File: src/rtl/gcd_engine_param.sv
// rtl/gcd_engine_param.sv - parametrised GCD engine (subtraction or binary Stein), handshaked in/out
// Optional cycle counter output enabled by `GCD_CYCLE_COUNT_EN.
module gcd_engine_param #(
    parameter int WIDTH = 16,
    parameter int ALGO  = 1
) (
    input  logic             clk,
    input  logic             rst_n,
    input  logic             in_valid,
    output logic             in_ready,
    input  logic [WIDTH-1:0] a_in,
    input  logic [WIDTH-1:0] b_in,
    output logic             out_valid,
    input  logic             out_ready,
    output logic [WIDTH-1:0] result,
    output logic             zero_flag,
`ifdef GCD_CYCLE_COUNT_EN
    output logic [31:0]      cycle_count,
`endif
    output logic             busy
);
    localparam int KW = $clog2(WIDTH + 1);

    typedef enum logic [2:0] {S_IDLE, S_STRIP, S_REDUCE, S_FINISH, S_DONE} state_t;

    state_t           state_q, state_d;
    logic [WIDTH-1:0] a_q, a_d, b_q, b_d;
    logic [WIDTH-1:0] result_q, result_d;
    logic [KW-1:0]    k_q, k_d;
    logic             zero_flag_q, zero_flag_d;
    logic             accept;
    logic [WIDTH-1:0] diff_ab, diff_ba;

    assign diff_ab   = a_q - b_q;
    assign diff_ba   = b_q - a_q;
    assign accept    = (state_q == S_IDLE) && in_valid;
    assign in_ready  = (state_q == S_IDLE);
    assign out_valid = (state_q == S_DONE);
    assign busy      = (state_q == S_STRIP) || (state_q == S_REDUCE) || (state_q == S_FINISH);
    assign result    = result_q;
    assign zero_flag = zero_flag_q;

    always_comb begin
        state_d     = state_q;
        a_d         = a_q;
        b_d         = b_q;
        k_d         = k_q;
        result_d    = result_q;
        zero_flag_d = zero_flag_q;
        case (state_q)
            S_IDLE: begin
                if (in_valid) begin
                    a_d = a_in;
                    b_d = b_in;
                    k_d = '0;
                    if ((a_in == '0) || (b_in == '0)) begin
                        result_d    = a_in | b_in;
                        zero_flag_d = ((a_in | b_in) == '0);
                        state_d     = S_DONE;
                    end else begin
                        state_d = (ALGO == 1) ? S_STRIP : S_REDUCE;
                    end
                end
            end
            S_STRIP: begin
                // Shared factors of two are removed here and restored in FINISH
                if (!a_q[0] && !b_q[0]) begin
                    a_d = a_q >> 1;
                    b_d = b_q >> 1;
                    k_d = k_q + KW'(1);
                end else begin
                    state_d = S_REDUCE;
                end
            end
            S_REDUCE: begin
                if (ALGO == 1) begin
                    if (!a_q[0])           a_d = a_q >> 1;
                    else if (!b_q[0])      b_d = b_q >> 1;
                    else if (a_q == b_q)   state_d = S_FINISH;
                    else if (a_q > b_q)    a_d = diff_ab >> 1;
                    else                   b_d = diff_ba >> 1;
                end else begin
                    if (a_q == b_q)        state_d = S_FINISH;
                    else if (a_q > b_q)    a_d = diff_ab;
                    else                   b_d = diff_ba;
                end
            end
            S_FINISH: begin
                result_d    = a_q << k_q;
                zero_flag_d = 1'b0;
                state_d     = S_DONE;
            end
            S_DONE: begin
                if (out_ready) state_d = S_IDLE;
            end
            default: state_d = S_IDLE;
        endcase
    end

    always_ff @(posedge clk) begin
        if (!rst_n) begin
            state_q     <= S_IDLE;
            a_q         <= '0;
            b_q         <= '0;
            k_q         <= '0;
            result_q    <= '0;
            zero_flag_q <= 1'b0;
        end else begin
            state_q     <= state_d;
            a_q         <= a_d;
            b_q         <= b_d;
            k_q         <= k_d;
            result_q    <= result_d;
            zero_flag_q <= zero_flag_d;
        end
    end

`ifdef GCD_CYCLE_COUNT_EN
    logic [31:0] cycle_count_q, cycle_count_d;

    always_comb begin
        cycle_count_d = cycle_count_q;
        if (accept)
            cycle_count_d = '0;
        else if (busy && (cycle_count_q != '1))
            cycle_count_d = cycle_count_q + 32'd1;
    end

    always_ff @(posedge clk) begin
        if (!rst_n) cycle_count_q <= '0;
        else        cycle_count_q <= cycle_count_d;
    end

    assign cycle_count = cycle_count_q;
`endif
endmodule

File: config.mk
export PLATFORM = sky130hd
export DESIGN_NAME = gcd_engine_param
export DESIGN_NICKNAME = d
export VERILOG_FILES = /design/src/rtl/gcd_engine_param.sv
export SDC_FILE = /design/constraint.sdc
export NUM_CORES = 1
export LEC_CHECK = 0
export ABC_AREA = 0
export CORE_MARGIN = 2
export CORE_UTILIZATION = 40
export DETAILED_ROUTE_END_ITERATION = 8
export HOLD_SLACK_MARGIN = 0.08
export PLACE_DENSITY = 0.58
export SLEW_MARGIN = 40
export SYNTH_ARGS = -nofsm -noshare
export SYNTH_HDL_FRONTEND = slang
export SYNTH_SLANG_ARGS = --single-unit
File: constraint.sdc
create_clock -name clk -period 7.4 [get_ports clk]
set_clock_uncertainty 0.15 [all_clocks]
set_input_delay 1.48 -clock clk [delete_from_list [all_inputs] [get_ports clk]]
set_output_delay 1.48 -clock clk [all_outputs]
set_load 0.05 [all_outputs]
==> results of run 1 <==
[logic make-up (layout without fill, tap and decap cells)]
family / count (synthesis) / count (layout) / share of synthesized area [%]
and+or+nand+nor: 185 / 185 / 18.4
DFF: 57 / 57 / 22.2
xor gates and xnor gates: 21 / 21 / 3.57
adders and majority gates: 36 / 36 / 9.04
muxes: 20 / 20 / 5.13
AOI/OAI and AO/OA: 256 / 256 / 33.7
buffers and inverters: 91 / 116 / 8.02
[final cells by class]
class	instances	area, µm²	share of cell area (%)
clock inverter	4	20.0	0.335
multi-input combinational	518	3620	60.4
sequential	57	1140	19.1
tap	172	215	3.60
clock buffer	11	243	4.06
inverter	40	150	2.51
timing repair buffer	61	596	9.95
[cells in the final DEF (no fill, tap or decap), types with 7 or more instances in the layout]
| cell | netlist | layout |
|---|---|---|
| clkbuf_16 | 0 | 9 |
| xnor2_1 | 15 | 15 |
| dfxtp_1 | 57 | 55 |
| a31oi_1 | 12 | 12 |
| nor4_1 | 8 | 8 |
| ha_1 | 34 | 34 |
| o21a_1 | 15 | 15 |
| inv_1 | 38 | 38 |
| a22oi_1 | 9 | 9 |
| mux2i_1 | 14 | 14 |
| nor3_1 | 11 | 11 |
| nand2_1 | 42 | 42 |
| a222oi_1 | 18 | 18 |
| nor2_1 | 59 | 58 |
| a211oi_1 | 10 | 10 |
| nand3_1 | 12 | 12 |
| o21ai_0 | 66 | 66 |
| a21o_1 | 7 | 7 |
| nand2b_1 | 9 | 9 |
| clkdlybuf4s50_1 | 0 | 55 |
| a21oi_1 | 58 | 58 |
| nand4_1 | 9 | 9 |
[Yosys cell counts (all sizes together), types with 5 or more instances]
master,n
o21bai,6
a211oi,10
and2,6
a31oi,12
buf,29
a21o,7
a222oi,18
nand3,12
o211a,6
clkbuf,22
o21a,15
inv,38
mux2i,14
nor2,59
nand2b,9
o21ai,72
nor3,11
nor4,9
dfxtp,57
xor2,6
a22oi,9
or3,7
a21oi,60
mux4,5
o211ai,5
nand2,42
ha,34
xnor2,15
nand4,10
[metrics by stage]
step	setup WS (ps)	instance area [µm²]
CTS	2980	5980
finish	3260	5980
global route	3170	5980
floorplan	4030	5150
detailed placement	3080	5710
global placement	2840	5700
[flip-flops by register name (all words and copies together), names as in the netlist]
register and cells:
result 16, k_q 5, zero_flag 1, state_q 3, a_q 16, b_q 16
[power groups by stage]
stage	logic [µW]	registers [µW]	clock network, µW
floorplan	1660	527	0
global placement	2070	550	0
detailed placement	2090	551	0
CTS	2100	546	393
global route	2330	567	406
finish	2120	548	388
[worst min-delay path by stage]
stage | startpoint | end | slack [ps] | cells past startpoint
2_1_floorplan | b_q[15]$_SDFFE_PN0P_ | b_q[15]$_SDFFE_PN0P_ | 310 | 2
3_3_place_gp | result[10]$_SDFFE_PN0P_ | result[10]$_SDFFE_PN0P_ | 340 | 2
3_5_place_dp | result[12]$_SDFFE_PN0P_ | result[12]$_SDFFE_PN0P_ | 340 | 1
4_1_cts | result[12]$_SDFFE_PN0P_ | result[12]$_SDFFE_PN0P_ | 350 | 1
5_1_grt | result[15]$_SDFFE_PN0P_ | result[15]$_SDFFE_PN0P_ | 380 | 2
6_report | result[12]$_SDFFE_PN0P_ | result[12]$_SDFFE_PN0P_ | 340 | 1
[per-layer routing]
metal	wire length, µm	vias up
met3	998	29
met2	7650	187
li1	-	2524
met4	500	0
met1	7750	2478
met5	0	-
==> impl_metrics.yaml, run 1 <==
outcome:
  status: "finished, final reports clean"
power:
  power_frac_comb_pct: 69.4
  p_clk_share_pct: 12.7
  switching_share_pct: 52.2
  power_density_nw_per_um2: 511
  switching_power_uw: 1600
  power.share.sequential_pct: 17.9
  total_power_uw: 3060
  internal_power_uw: 1460
  ir_drop_mv: 0.198
  p_leak_uw: 0.00221
grt:
  grt_max_degree: 34
  grt_util_met1_pct: 33.5
  gr-usage-all-layers_pct: 24.7
  use_met2_pct: 39.0
  grt_pass1_wl_um: 27000
  antenna_found_initial: 0
  busiest_layer: "met2"
  grt_pass1_vias: 4866
  met3_usage_pct: 3.73
  grt_overflow: 0
timing:
  hold_slack_ps: 344
  setup_violations: 0
  final_max_slew_viol_count: 0
  fin_tns_setup_ps: 0
  relSlewSlack_pct: 51.0
  worst_pin_slew_ps: 733
  finalCritPeriodShare_pct: 55.9
  hold_violations: 0
  fin_crit_ps: 4140
  max_clock_freq_ghz: 0.242
  rsz0062_at_grt: "no"
cells_and_area:
  n_antenna_cell: 0
  fill_cells: 1276
  fin_cells: 863
  area_growth_pct: 16.2
  fin_util_pct: 47.4
  drive_gt1_share_pct: 7.38
  final_nets: 759
worst_setup_path:
  required_ps: 5770
  path_max_fanout: 16
  critPathMaxStageDelay_ps: 810
  startpoint_type: "flop"
  cp_num_cells: 4
  rrSetupSlack_ps: 3820
  setup.worst_path.class: "reg2out"
  critPathCaptureType: "primary output"
  path_cells: "nand3b_1 -> buf_4 -> nand2_1 -> clkdlybuf4s50_1"
  setup.worst_path.start: "state_q[1]$_SDFFE_PN0P_"
  worstPathArrival_ps: 2510
  timing.rr.start: "a_q[0]$_SDFFE_PN0P_"
  crit_family: "buffers and inverters"
  reg2reg_depth: 10
  crit_slowest_cell: "clkdlybuf4s50_1"
  reg2reg_to: "a_q[12]$_SDFFE_PN0P_"
  crit_end: "busy"
  path_buf_inv: 2
routing:
  wl_um: 16900
  avgRoutedWirePerCell_um: 19.6
  drtIter0Drc: 476
  antenna_left: 0
  dr.pass1.iters: 7
  viasPerCell: 6.05
  drc: 0
  vias: 5218
floorplan:
  fp-row-count: 41
  die_area_um2: 13800
  die_y_um: 117
  core_um2: 12600
  initial_core_util_pct: 40.8
  io_pins: 56
  die-width_um: 117
logic_synthesis:
  synth_top_area_cell: "dfxtp_1"
  synth-main-ff-cell: "dfxtp_1"
  yosysSeqAreaShare_pct: 22.2
  synth_edf_count: 0
  synthCells: 666
  synth_area_um2: 5150
  synth_top_area_share_pct: 22.2
  synth-warning-count: 0
  synth_seq_cells: 57
  syn_area_per_cell_um2: 7.73
  yosys-top-cells-area: "dfxtp_1 (22%), ha_1 (8.3%), o21ai_0 (6.4%)"
  syn_nets: 738
  synth_cell_type_count: 74
  async_reset_ff_share_pct: 0
place:
  dp_hpwl_um: 12800
  gp_congestion: 0.938
  io_buffers: 55
  dp_cells: 847
clock_network:
  cts.clk_slew.worst_paths_ps: 50
  cts_max_path_buffers: 2
  cts_root_buffer: "clkbuf_16"
  cts_sinks: 57
  postCtsHoldBufs: 0
  clock_latency_ps: 340
  numCtsBuffers: 9
  post-cts-setup-buffer-count: 0
  post_cts_resized: 0
  cts_tree: "done"
  h-tree-depth: 3
worst_hold_path:
  hold_class: "reg2reg"
flow_run:
  drv_cap: 0
(Power assumes the default switching activity.)
==> inputs of run 2 (changes only) <==
- PLACE_DENSITY: 0.58 -> 0.6
- clock period: 7.4 -> 3.74 ns (I/O delays scaled with it)
==> impl_metrics.yaml, run 2 (same netlist as run 1, synthesis figures left out) <==
grt:
  gr-usage-all-layers_pct: 24.8
  grt_overflow: 0
  grt_pass1_vias: 4957
  antenna_found_initial: 0
  grt_pass1_wl_um: 27300
  grt_max_degree: 33
routing:
  drtIter0Drc: 538
  wl_um: 17300
  avgRoutedWirePerCell_um: 19.8
  dr.pass1.iters: 7
  drc: 0
  viasPerCell: 6.12
  antenna_left: 0
  vias: 5339
floorplan:
  core_um2: 12600
  io_pins: 56
  initial_core_util_pct: 40.8
  fp-row-count: 41
  die-width_um: 117
  die_y_um: 117
  die_area_um2: 13800
worst_setup_path:
  path_max_fanout: 13
  startpoint_type: "flop"
  setup.worst_path.class: "reg2reg"
  worstPathArrival_ps: 3360
  required_ps: 3850
  critPathCaptureType: "flop"
timing:
  fin_ws_ps: 491
  hold_violations: 0
  max_clock_freq_ghz: 0.308
  relSlewSlack_pct: 62.0
  finalCritPeriodShare_pct: 86.9
  rsz0062_at_grt: "no"
  fin_crit_ps: 3250
  hold_slack_ps: 344
  setup_violations: 0
  final_max_slew_viol_count: 0
  worst_pin_slew_ps: 570
  fin_tns_setup_ps: 0
flow_run:
  drv_cap: 0
cells_and_area:
  final_common_cell: "o21ai_0"
  register_area_um2: 1140
  mostFrequentLayoutCells: "o21ai_0 (66), nor2_1 (58), a21oi_1 (58), dfxtp_1 (56), clkdlybuf4s50_1 (55)"
  final_nets: 767
  fin_util_pct: 48.6
  drive_gt1_share_pct: 8.29
  area_growth_pct: 19.0
  n_antenna_cell: 0
  multi_input_area_um2: 3610
  fill_cells: 1285
clock_network:
  h-tree-depth: 3
  numCtsBuffers: 9
  cts_tree: "done"
  cts_root_buffer: "clkbuf_16"
  postCtsHoldBufs: 0
  clock_latency_ps: 340
  post_cts_resized: 0
  cts_max_path_buffers: 2
  cts.clk_slew.worst_paths_ps: 60
  post-cts-setup-buffer-count: 0
  cts_sinks: 57
worst_hold_path:
  hold_class: "reg2reg"
power:
  p_leak_uw: 0.00228
  ir_drop_mv: 0.295
  power_density_nw_per_um2: 1040
place:
  dp_hpwl_um: 13000
  dp_slack_ps: 435
  gp_congestion: 0.951
  io_buffers: 55
outcome:
  status: "finished, final reports clean"
run 2: metrics by stage:
stage                     total power (µW)  cell area [µm²]  std cells
after floorplan                       4320             5150        666
after global placement                5250             5780        856
after detailed placement              5280             5780        856
after CTS                             6300             6130        872
after global routing                  6830             6130        872
final                                 6370             6130        872
run 2: final timing paths:
path / startpoint / endpoint / slack, ps / cells past startpoint
worst max-delay path: a_q[0]$_SDFFE_PN0P_ / a_q[7]$_SDFFE_PN0P_ / 490 / 10
worst min-delay path: result[9]$_SDFFE_PN0P_ / result[9]$_SDFFE_PN0P_ / 340 / 2
worst max register to register: a_q[0]$_SDFFE_PN0P_ / a_q[7]$_SDFFE_PN0P_ / 490 / 10
worst min register to register: result[9]$_SDFFE_PN0P_ / result[9]$_SDFFE_PN0P_ / 340 / 2
run 2: worst max-delay path, stage by stage (launching register included):
cell and delay (ps):
dfxtp_1 330, inv_1 150, ha_1 290, fa_1 400
nand2b_1 180, a21o_1 220, a21o_1 210, o21ai_2 270
and2_1 510, a222oi_1 180, a211oi_1 250
run 2: metal layers:
metal  track usage (%)  wire length [µm]  part of all wire [%]  up-vias
met2              39.8              7910                    46      248
met1              32.8              7540                    44     2513
met3              3.68              1200                   7.0       42
met4              12.1               610                   3.5        0
met5                 0                 0                     0        -
li1                  -                 -                     -     2536
run 2: layout make-up:
type / instances / area share, %
Inverter: 40 / 2.45
Clock inverter: 5 / 1.67
Tap cell: 172 / 3.51
Timing Repair Buffer: 69 / 10.9
Multi-Input combinational cell: 518 / 58.9
Clock buffer: 11 / 3.96
Sequential cell: 57 / 18.6
run 2: power by group:
| part | switching (µW) | total (µW) | internal (µW) |
|---|---|---|---|
| Sequential | 257 | 1050 | 792 |
| Clock | 322 | 990 | 668 |
| Combinational | 2610 | 4330 | 1720 |
| Total | 3190 | 6370 | 3180 |
